`config.mk`:
```
export PLATFORM = sky130hd
export DESIGN_NAME = frame_buf_sched
export DESIGN_NICKNAME = d
export VERILOG_FILES = /design/src/rtl/frame_buf_sched.sv
export SDC_FILE = /design/constraint.sdc
export NUM_CORES = 1
export LEC_CHECK = 0
export ABC_AREA = 1
export BUFFER_PORTS_ARGS = -buffer_cell sky130_fd_sc_hd__buf_4
export CAP_MARGIN = 25
export CELL_PAD_IN_SITES_DETAIL_PLACEMENT = 0
export CELL_PAD_IN_SITES_GLOBAL_PLACEMENT = 1
export CORE_ASPECT_RATIO = 0.8
export CORE_MARGIN = 8
export CORE_UTILIZATION = 30
export CTS_CLUSTER_SIZE = 10
export DETAILED_ROUTE_END_ITERATION = 7
export HOLD_SLACK_MARGIN = 0.15
export PLACE_DENSITY = 0.84
export SYNTH_ARGS = -nofsm -noshare
export SYNTH_HDL_FRONTEND = slang
export SYNTH_SLANG_ARGS = --single-unit
```
`constraint.sdc`:
```
create_clock -name clk -period 3.8 [get_ports clk]
set_input_delay 0 -clock clk [delete_from_list [all_inputs] [get_ports clk]]
set_output_delay 0 -clock clk [all_outputs]
set_load 0.05 [all_outputs]
```
`src/rtl/frame_buf_sched.sv`:
```
// Triple-buffer bank scheduler for the camera-write / HDMI-read ports of the DDR3 frame store.
// Keeps writer, reader and spare banks disjoint and always hands the reader the newest finished frame.
module frame_buf_sched #(
    parameter int ADDR_W       = 29,
    parameter int BASE_ADDR    = 0,
    parameter int FRAME_STRIDE = 384000,
    parameter int FRAME_SIZE   = 384000,
    parameter int CNT_W        = 16
) (
    input  logic              clk,
    input  logic              reset,
    input  logic              wr_frame_start,
    input  logic              wr_frame_done,
    input  logic              rd_frame_start,
    output logic [ADDR_W-1:0] wr_addr_min,
    output logic [ADDR_W-1:0] wr_addr_max,
    output logic [ADDR_W-1:0] rd_addr_min,
    output logic [ADDR_W-1:0] rd_addr_max,
    output logic [1:0]        wr_bank,
    output logic [1:0]        rd_bank,
    output logic              rd_frame_valid,
    output logic [CNT_W-1:0]  drop_cnt,
    output logic [CNT_W-1:0]  repeat_cnt,
    output logic [CNT_W-1:0]  abort_cnt
);

    localparam logic [ADDR_W-1:0] BANK0_BASE = ADDR_W'(BASE_ADDR);
    localparam logic [ADDR_W-1:0] BANK1_BASE = ADDR_W'(BASE_ADDR + FRAME_STRIDE);
    localparam logic [ADDR_W-1:0] BANK2_BASE = ADDR_W'(BASE_ADDR + 2 * FRAME_STRIDE);
    localparam logic [ADDR_W-1:0] SIZE       = ADDR_W'(FRAME_SIZE);

    logic [1:0]       wr_idx, rd_idx, spare_idx;
    logic             ready, wr_active;

    logic [1:0]       wr_idx_n, rd_idx_n, spare_idx_n;
    logic             ready_n, wr_active_n, rd_frame_valid_n;
    logic [CNT_W-1:0] drop_cnt_n, repeat_cnt_n, abort_cnt_n;
    logic [1:0]       swap_tmp;

    function automatic logic [ADDR_W-1:0] bank_base(input logic [1:0] idx);
        case (idx)
            2'd0:    return BANK0_BASE;
            2'd1:    return BANK1_BASE;
            default: return BANK2_BASE;
        endcase
    endfunction

    function automatic logic [CNT_W-1:0] sat_inc(input logic [CNT_W-1:0] value);
        return (value == {CNT_W{1'b1}}) ? value : value + 1'b1;
    endfunction

    // Events are folded in the fixed order done -> write start -> read start,
    // each stage seeing the result of the previous one.
    always_comb begin
        wr_idx_n         = wr_idx;
        rd_idx_n         = rd_idx;
        spare_idx_n      = spare_idx;
        ready_n          = ready;
        wr_active_n      = wr_active;
        rd_frame_valid_n = rd_frame_valid;
        drop_cnt_n       = drop_cnt;
        repeat_cnt_n     = repeat_cnt;
        abort_cnt_n      = abort_cnt;
        swap_tmp         = 2'd0;

        if (wr_frame_done && wr_active_n) begin
            if (ready_n) begin
                drop_cnt_n = sat_inc(drop_cnt_n);
            end
            swap_tmp    = wr_idx_n;
            wr_idx_n    = spare_idx_n;
            spare_idx_n = swap_tmp;
            ready_n     = 1'b1;
            wr_active_n = 1'b0;
        end

        if (wr_frame_start) begin
            if (wr_active_n) begin
                abort_cnt_n = sat_inc(abort_cnt_n);
            end
            wr_active_n = 1'b1;
        end

        if (rd_frame_start) begin
            if (ready_n) begin
                swap_tmp         = rd_idx_n;
                rd_idx_n         = spare_idx_n;
                spare_idx_n      = swap_tmp;
                ready_n          = 1'b0;
                rd_frame_valid_n = 1'b1;
            end else if (rd_frame_valid_n) begin
                repeat_cnt_n = sat_inc(repeat_cnt_n);
            end
        end
    end

    // Address outputs are registered from the next-state indices so they move in
    // the same cycle as the bank indices.
    always_ff @(posedge clk) begin
        if (reset) begin
            wr_idx         <= 2'd0;
            rd_idx         <= 2'd1;
            spare_idx      <= 2'd2;
            ready          <= 1'b0;
            wr_active      <= 1'b0;
            rd_frame_valid <= 1'b0;
            drop_cnt       <= '0;
            repeat_cnt     <= '0;
            abort_cnt      <= '0;
            wr_addr_min    <= BANK0_BASE;
            wr_addr_max    <= BANK0_BASE + SIZE;
            rd_addr_min    <= BANK1_BASE;
            rd_addr_max    <= BANK1_BASE + SIZE;
        end else begin
            wr_idx         <= wr_idx_n;
            rd_idx         <= rd_idx_n;
            spare_idx      <= spare_idx_n;
            ready          <= ready_n;
            wr_active      <= wr_active_n;
            rd_frame_valid <= rd_frame_valid_n;
            drop_cnt       <= drop_cnt_n;
            repeat_cnt     <= repeat_cnt_n;
            abort_cnt      <= abort_cnt_n;
            wr_addr_min    <= bank_base(wr_idx_n);
            wr_addr_max    <= bank_base(wr_idx_n) + SIZE;
            rd_addr_min    <= bank_base(rd_idx_n);
            rd_addr_max    <= bank_base(rd_idx_n) + SIZE;
        end
    end

    assign wr_bank = wr_idx;
    assign rd_bank = rd_idx;

    bank_permutation: assert property (@(posedge clk) disable iff (reset)
        (wr_idx < 2'd3) && (rd_idx < 2'd3) && (spare_idx < 2'd3) &&
        (wr_idx != rd_idx) && (wr_idx != spare_idx) && (rd_idx != spare_idx));

endmodule

```
==> results_dict.tcl <==
set metrics [dict create \
    status "finished clean" \
    grt_setup_unrepaired "false" \
    period_share 0.580 \
    place_hpwl_um 8730 \
    worstPathMaxFanout 38 \
    hp-class "flip-flop to flip-flop" \
    area_delta_synth_final_pct 16.7 \
    min_period_ps 2200 \
    report.final.hold_viol_count 0 \
    dieArea_um2 20000 \
    drt_iter0_markers 205 \
    syn-cell-area_um2 4710 \
    setup_viol 0 \
    fp.dieH_um 128 \
    grt.overflow.total 0 \
    crit_type "input pin to flip-flop" \
    initial_core_util 0.303 \
    cts-resized-gates 0 \
    ys.flop_type "dfxtp_1" \
    cts_hold_buf 6 \
    postCtsSetupBuffers 0 \
    crit_path_cell_trace "dlygate4sd3_1 > buf_4 > inv_1 > nand3_1 > dlygate4sd3_1 > inv_1" \
    synth-async-reset-ratio 0 \
    maxCapViolCount 0 \
    synthCells 666 \
    gp_routability_congestion 0.779 \
    layout.nets 751 \
    slowest_stage "inv_1" \
    seq_area_frac_synth 0.306 \
    fin_worst_skew_ps 10.0 \
    portBuffers 99 \
    hp-start "repeat_cnt[15]" \
    setup.worst_path.end_class "flip-flop" \
    insertion_delay_ps 340 \
    yosys_warnings 0 \
    first_pass_iters 4 \
    cts_root_buf "clkbuf_16" \
    io_pins 174 \
    peakVddDrop_mv 0.173 \
    slew_headroom 0.425 \
    tightest_slew_ps 861 \
    cts_buffers 9 \
    rows 41 \
    required_ps 4040 \
    holdWs_ps 505 \
    drt-total-wl_um 11400 \
    drc 0 \
    coreArea_um2 15500 \
    tns_ps 0 \
    grt_pass1_vias 3572 \
    crit_start "reset" \
    post_route_cells_drive_above_1_share 0.251 \
    crit_buf_inv 5 \
    clockBufferDepth 2 \
    avgRoutedWirePerCell_um 11.9 \
    startpoint_type "input pin" \
    drtAntennaViolNets 0 \
    ys_ff_latch 72 \
    synth_edf_count 0 \
    critPathMaxStageDelay_ps 580 \
    h-tree-depth 3 \
    antenna_found_initial 0 \
    n_antenna_cell 0 \
    track_usage 0.112 \
    r2r_start "drop_cnt[0]" \
    die_x_um 156 \
    ys_types 34 \
    cp_data_arrival_time_ps 2440 \
    via_per_inst 4.08 \
    clkTransAtPathRegs_ps 60 \
    grt_pass1_wl_um 18200 \
    critPathTopFamily "buffers and inverters" \
    p_leak_nw 2.39 \
    slew_violations 0 \
    clock_sinks 72 \
    grt_max_degree 39 \
    p_per_area_nw_per_um2 371 \
    fmax_ghz 0.454 \
    syn_avg_cell_area_um2 7.07 \
    vias 3930 \
    final.fill_count 1698 \
    tritoncts "yes" \
]
## cell type report
| cell class | instances | area, um2 | area share |
|---|---|---|---|
| multi-input combinational | 487 | 2430 | 0.442 |
| sequential | 72 | 1440 | 0.262 |
| timing repair buffer | 105 | 803 | 0.146 |
| tap | 215 | 269 | 0.0489 |
| inverter | 68 | 255 | 0.0464 |
| clock buffer | 10 | 229 | 0.0416 |
| clock inverter | 6 | 67.6 | 0.0123 |
## path summary, 6_finish.rpt
check | end | slack, ps | depth (start not counted)
max | ready | 1600 | 6
min | repeat_cnt[15] | 510 | 2
max reg2reg | drop_cnt[1] | 2070 | 9
min reg2reg | repeat_cnt[15] | 510 | 2
## Yosys cell counts (6+ instances only)
cell type | instances | share of area
a21oi_1 | 11 | 0.012
a21oi_2 | 23 | 0.043
buf_4 | 102 | 0.16
dfxtp_1 | 72 | 0.31
inv_1 | 65 | 0.052
nand2_1 | 144 | 0.11
nand2_2 | 23 | 0.031
nand2_4 | 8 | 0.019
nand3_1 | 49 | 0.052
nand3b_1 | 6 | 0.0096
nand4_1 | 20 | 0.027
nor2_1 | 75 | 0.060
nor2_2 | 6 | 0.0080
nor2_4 | 6 | 0.014
o21ai_0 | 16 | 0.017
## tightest hold or removal path, stage by stage (launching register included)
cell     delay, ps
dfxtp_1        330
nand2_2         80
a21oi_2         50
## metrics by stage
stage	area [um2]	power (mW)	setup slack (ps)	utilization	cells
after CTS	5500	2.07	1590	0.354	963
after detailed placement	5140	1.21	2070	0.331	941
after global routing	5500	2.12	1440	0.354	963
after floorplan	5000	1.22	1900	-	742
final	5500	2.04	1600	0.354	963
after global placement	5140	1.20	2120	0.331	941
## kinds of logic after synthesis
| group | share of synthesized area |
|---|---|
| buffers and inverters | 0.238 |
| multiplexers | 0.00212 |
| AO/OA/AOI/OAI | 0.0781 |
| flip-flops | 0.306 |
| other | 0.00159 |
| XOR/XNOR | 0.0167 |
| AND/OR/NAND/NOR | 0.349 |
| adder cells (fa/ha/maj) | 0.00797 |
## metal layers
metal | share of wire | vias up | global-route usage
li1 | - | 2076 | -
met1 | 0.46 | 1718 | 0.141
met2 | 0.44 | 126 | 0.175
met3 | 0.089 | 10 | 0.0468
met4 | 0.010 | 0 | 0.0276
met5 | 0 | - | 0
## layout by cell type, fill, tap and decap left out, types with 8 or more instances in the layout
master	count
a21oi_1	11
a21oi_2	23
buf_4	99
clkbuf_16	9
conb_1	78
dfxtp_1	72
inv_1	65
nand2_1	144
nand2_2	23
nand2_4	8
nand3_1	49
nand4_1	20
nor2_1	75
o21ai_0	16
## power by group
group	total, mW	switching, mW	internal, mW	leakage [nW]
combinational	0.407	0.344	0.0628	1.66
sequential	0.787	0.0137	0.773	0.585
clock	0.846	0.335	0.510	0.139
## registers in the layout, indices dropped and copies added (netlist names)
signal and count:
wr_addr_min 2, rd_addr_min 2, spare_idx 2, wr_addr_max 6
wr_active 1, repeat_cnt 16, rd_frame_valid 1, rd_addr_max 6
abort_cnt 16, drop_cnt 16, rd_bank 2, wr_bank 1
ready 1
Note: power is estimated with default switching activity, not from simulation.
